$ cat config.mk
export PLATFORM = sky130hd
export DESIGN_NAME = vga_timing_gen
export DESIGN_NICKNAME = d
export VERILOG_FILES = /design/src/rtl/vga_timing_gen.sv
export SDC_FILE = /design/constraint.sdc
export NUM_CORES = 1
export LEC_CHECK = 0
export ABC_AREA = 1
export ABC_CLOCK_PERIOD_IN_PS = 1600
export BUFFER_PORTS_ARGS = -buffer_cell sky130_fd_sc_hd__buf_2
export CORE_UTILIZATION = 50
export DETAILED_ROUTE_END_ITERATION = 7
export PLACE_DENSITY = 0.83
export SLEW_MARGIN = 20
export SYNTH_ARGS = -nofsm -noshare
export SYNTH_HDL_FRONTEND = slang
export SYNTH_SLANG_ARGS = --single-unit
$ cat constraint.sdc
create_clock -name clk -period 1.6 [get_ports clk]
set_input_delay 0.08 -clock clk [delete_from_list [all_inputs] [get_ports clk]]
set_output_delay 0.08 -clock clk [all_outputs]
set_load 0.05 [all_outputs]
$ cat src/rtl/vga_timing_gen.sv
// Parametrised VGA raster timing generator.
// A clock divider produces one pixel strobe every CLK_DIV clocks; horizontal and
// vertical counters advance on that strobe, and all sync/blanking decodes are
// registered from the next-count values so they never skew against pix_x/pix_y.
module vga_timing_gen #(
    parameter int H_ACTIVE  = 640,
    parameter int H_FP      = 16,
    parameter int H_SYNC    = 96,
    parameter int H_BP      = 48,
    parameter int V_ACTIVE  = 480,
    parameter int V_FP      = 10,
    parameter int V_SYNC    = 2,
    parameter int V_BP      = 33,
    parameter int CLK_DIV   = 4,
    parameter bit HSYNC_POL = 1'b0,
    parameter bit VSYNC_POL = 1'b0,
    parameter int X_W       = 10,
    parameter int Y_W       = 10
) (
    input  logic           clk,
    input  logic           rst,
    input  logic           en,
    output logic           pix_tick,
    output logic [X_W-1:0] pix_x,
    output logic [Y_W-1:0] pix_y,
    output logic           video_on,
    output logic           hsync,
    output logic           vsync,
    output logic           line_start,
    output logic           frame_start
);

    localparam int H_TOTAL = H_ACTIVE + H_FP + H_SYNC + H_BP;
    localparam int V_TOTAL = V_ACTIVE + V_FP + V_SYNC + V_BP;
    // A one-bit divider counter is kept even for CLK_DIV=1; it simply stays at 0.
    localparam int DIV_W   = (CLK_DIV > 1) ? $clog2(CLK_DIV) : 1;

    localparam logic [DIV_W-1:0] DIV_LAST = DIV_W'(CLK_DIV - 1);
    localparam logic [X_W-1:0]   H_LAST   = X_W'(H_TOTAL - 1);
    localparam logic [Y_W-1:0]   V_LAST   = Y_W'(V_TOTAL - 1);
    localparam logic [X_W-1:0]   H_ACT    = X_W'(H_ACTIVE);
    localparam logic [Y_W-1:0]   V_ACT    = Y_W'(V_ACTIVE);
    localparam logic [X_W-1:0]   HS_FIRST = X_W'(H_ACTIVE + H_FP);
    localparam logic [X_W-1:0]   HS_LAST  = X_W'(H_ACTIVE + H_FP + H_SYNC - 1);
    localparam logic [Y_W-1:0]   VS_FIRST = Y_W'(V_ACTIVE + V_FP);
    localparam logic [Y_W-1:0]   VS_LAST  = Y_W'(V_ACTIVE + V_FP + V_SYNC - 1);

    // Reject timing sets the counters cannot represent.
    generate
        if (H_ACTIVE < 1 || H_FP < 1 || H_SYNC < 1 || H_BP < 1 ||
            V_ACTIVE < 1 || V_FP < 1 || V_SYNC < 1 || V_BP < 1 ||
            CLK_DIV < 1 || H_TOTAL > (1 << X_W) || V_TOTAL > (1 << Y_W)) begin : g_bad_params
            $error("vga_timing_gen: unsupported parameter set");
        end
    endgenerate

    logic [DIV_W-1:0] div_cnt_q, div_cnt_d;
    logic [X_W-1:0]   h_cnt_q, h_cnt_d;
    logic [Y_W-1:0]   v_cnt_q, v_cnt_d;
    logic             video_on_q, video_on_d;
    logic             hsync_q, hsync_d;
    logic             vsync_q, vsync_d;
    logic             line_start_q, line_start_d;
    logic             frame_start_q, frame_start_d;
    logic             div_last;

    // Pixel strobe: last clock of each pixel period while the raster runs.
    always_comb begin
        div_last  = (div_cnt_q == DIV_LAST);
        pix_tick  = en && div_last;
        div_cnt_d = div_cnt_q;
        if (en) begin
            div_cnt_d = div_last ? '0 : div_cnt_q + 1'b1;
        end
    end

    // Raster counters: x wraps at end of line and carries into y.
    always_comb begin
        h_cnt_d = h_cnt_q;
        v_cnt_d = v_cnt_q;
        if (pix_tick) begin
            if (h_cnt_q == H_LAST) begin
                h_cnt_d = '0;
                v_cnt_d = (v_cnt_q == V_LAST) ? '0 : v_cnt_q + 1'b1;
            end else begin
                h_cnt_d = h_cnt_q + 1'b1;
            end
        end
    end

    // Decodes from the next-count values so the registered strobes line up with pix_x/pix_y.
    always_comb begin
        video_on_d    = (h_cnt_d < H_ACT) && (v_cnt_d < V_ACT);
        hsync_d       = ((h_cnt_d >= HS_FIRST) && (h_cnt_d <= HS_LAST)) ? HSYNC_POL : !HSYNC_POL;
        vsync_d       = ((v_cnt_d >= VS_FIRST) && (v_cnt_d <= VS_LAST)) ? VSYNC_POL : !VSYNC_POL;
        line_start_d  = (h_cnt_d == '0);
        frame_start_d = (h_cnt_d == '0) && (v_cnt_d == '0);
    end

    // State registers; reset parks the raster on the last back-porch pixel.
    always_ff @(posedge clk or posedge rst) begin
        if (rst) begin
            div_cnt_q     <= '0;
            h_cnt_q       <= H_LAST;
            v_cnt_q       <= V_LAST;
            video_on_q    <= 1'b0;
            hsync_q       <= !HSYNC_POL;
            vsync_q       <= !VSYNC_POL;
            line_start_q  <= 1'b0;
            frame_start_q <= 1'b0;
        end else begin
            div_cnt_q     <= div_cnt_d;
            h_cnt_q       <= h_cnt_d;
            v_cnt_q       <= v_cnt_d;
            video_on_q    <= video_on_d;
            hsync_q       <= hsync_d;
            vsync_q       <= vsync_d;
            line_start_q  <= line_start_d;
            frame_start_q <= frame_start_d;
        end
    end

    assign pix_x       = h_cnt_q;
    assign pix_y       = v_cnt_q;
    assign video_on    = video_on_q;
    assign hsync       = hsync_q;
    assign vsync       = vsync_q;
    assign line_start  = line_start_q;
    assign frame_start = frame_start_q;

endmodule

==> qor.csv <==
metric,value,unit
die area,3840,um2
WL final,5800,um
RSZ-0062 raised after global routing,yes,
critical path startpoint category,flip-flop,
maxcap violations,0,
final total power,3890,uW
Ports,29,
syn nets,265,
drt first pass iters,5,
Ant. Diodes,0,
library cells used by synthesis,26,
Clock Skew,1.64,ps
Die Ht,61.9,um
layout cell share with drive strength beyond 1,51.9,%
Yosys top cell area share,20.9,%
Clock Path Buffers,2,
largest net degree at the start of global routing,18,
CP Capture Type,flip-flop,
Max Clk Rate,497,MHz
Crit Path Max Fanout,4,
dpl hpwl,3760,um
total track usage,30.7,%
clk root buf,clkbuf_4,
Final Core Density,81.7,%
routability cong.,0.927,
cell area after synthesis,1800,um2
Setup-failing EPs final,18,
initial drt markers,197,
Layout fillers,211,
Crit path required time,1890,ps
dpl cells,381,
fin area,2770,um2
Post-Syn Instances,258,
vias in the first global route,1966,
first-pass GRT wire length,8690,um
violated checks,setup timing,
Period minus WS final,2010,ps
worst skew pair latency,340,ps
initial antenna violation count,0,
fin. max-slew vios,0,
Clock transition at path regs,160,ps
Main synth FF type,dfrtp_1,
total CTS buffers,3,
placed cell area,2400,um2
Die X,61.9,um
worst hold path type,in -> reg,
total gr overflow,0,
Final Hold Vio Count,0,
drt wl/cell,14.6,um
core area,3390,um2
ranking of synthesized cells by area,"dfrtp_1 21%, dfstp_2 18%, nand2_1 18%, inv_1 8.8%, nand3_1 7.2%",
average vias per placed instance,5.26,
WS Path Type,reg -> reg,
worst endpoint data arrival time,2300,ps
Port Buf Inserts,28,
H-tree depth,1,
layout overhead on the synthesized area,54.2,%
Ys Warns,0,
synth cell count leaders,"84 x nand2_1, 42 x inv_1, 26 x nand3_1",
most frequent cell after synthesis,nand2_1,
Sinks on Clock Net,27,
power density cells,1410,nW/um2
setup_tns,-3160,ps
Static Leak,0.00148,uW
post-synthesis sequential area ratio,38.4,%
Final #Nets,359,
via count,2090,
CTS tree,done,
async set or reset register ratio after synthesis,100,%
Synth Register Bits,27,
Synth area leader,dfrtp_1,
syn avg cell area,6.96,um2
outcome,"complete, but fails checks",
number of flops mapped to enable cells by yosys,0,
Least-Margin Pin Slew,410,ps
site row count,21,
Initial Util,53.0,%
crit share post-route,126,%
detailed-route DRC error count,0,
final setup margin,-412,ps
remaining antenna violation count,0,
Peak VDD IR,0.550,mV
max_slew headroom,72.6,%
Post-Layout Cell Count,397,
critical path, cell delays in order (launching register included):
cell and delay (ps):
dfstp_4 680, nand2_4 60, nor2_4 180, buf_6 140, nand4_1 180, nand3_2 170
nand2_1 90, inv_2 50, nand2_1 50, nor2_1 100, nand2_1 100, nor3_2 150
cells in the final DEF, fill, tap and decap left out, types with 2 or more instances in the layout:
cell / instances
nand2_1: 63
buf_4: 48
inv_1: 34
buf_2: 27
nor2_1: 21
nand2_2: 20
nand3_1: 18
inv_2: 16
buf_6: 14
dfrtp_1: 13
dfstp_2: 9
nand4_1: 7
nand3_2: 7
nor2_4: 6
nor2_2: 5
nand2_4: 4
a21oi_1: 4
nand3_4: 3
nor3_2: 3
clkbuf_4: 3
dfstp_4: 3
nor2_8: 2
o21ai_1: 2
inv_4: 2
nor3_1: 2
o21ai_2: 2
ha_4: 2
ha_1: 2
dfrtp_2: 2
sequential cells by signal (all words and copies together) (netlist names):
register and flops:
div_cnt_q 2, frame_start 1, hsync 1, line_start 1, pix_x 10, pix_y 10, video_on 1, vsync 1
path summary, 6_finish.rpt:
kind / cells past startpoint / startpoint / endpoint / slack (ps)
max in group asynchronous: 4 / rst / pix_x[9] / 710
hold reg to reg: 2 / div_cnt_q[0] / div_cnt_q[0] / 640
hold / removal: 2 / en / div_cnt_q[0] / 30
setup / recovery: 11 / pix_x[3] / frame_start / -410
min in group asynchronous: 3 / rst / pix_y[0] / 250
setup reg to reg: 11 / pix_x[3] / frame_start / -410
cells by family after synthesis:
family / count (synthesis) / share of synthesized area, %
buffers and inverters: 53 / 11.6
flip-flops: 27 / 38.4
adder cells (fa/ha/maj): 4 / 2.79
AND/OR/NAND/NOR: 163 / 43.4
AO/OA/AOI/OAI: 9 / 2.72
XOR/XNOR: 1 / 0.488
multiplexers: 1 / 0.627
cell type report:
| class | count | area, um2 | area share, % |
|---|---|---|---|
| clock buffers | 3 | 22.5 | 0.813 |
| clock inverters | 1 | 6.26 | 0.226 |
| inverters | 52 | 210 | 7.59 |
| multi-input cells | 178 | 1110 | 39.9 |
| flip-flops and latches | 27 | 704 | 25.4 |
| well taps | 46 | 57.6 | 2.08 |
| repair buffers | 90 | 663 | 23.9 |
through the flow:
stage                     hold WS, ps  setup WS, ps
after global placement           82.6          -277
final                            30.2          -412
after CTS                        4.10          -306
after detailed placement         87.8          -297
after global routing             26.4          -549
after floorplan                   124          -204
report_power, final:
group	total, uW	internal, uW	switching [uW]
Sequential	1090	905	181
Combinational	2480	1020	1460
Clock	331	98.2	233
Total	3890	2020	1870
timing repair:
item / in CTS / in global routing
pin swaps: 15 / 18
hold buffers: 1 / 0
resized for setup: 35 / 34
endpoints found under the hold margin: 8 / 0
setup endpoints to repair: 14 / 20
cloned: 0 / 0
buffers inserted: 6 / 7
routing by layer:
metal	vias up	part of all wire (%)	track usage [%]
met5	-	0	0
met2	103	52	55.9
met4	0	3.5	13.3
met3	25	5.6	4.14
li1	983	-	-
met1	979	39	35.6
No activity file was read; power rests on OpenSTA's default activity.
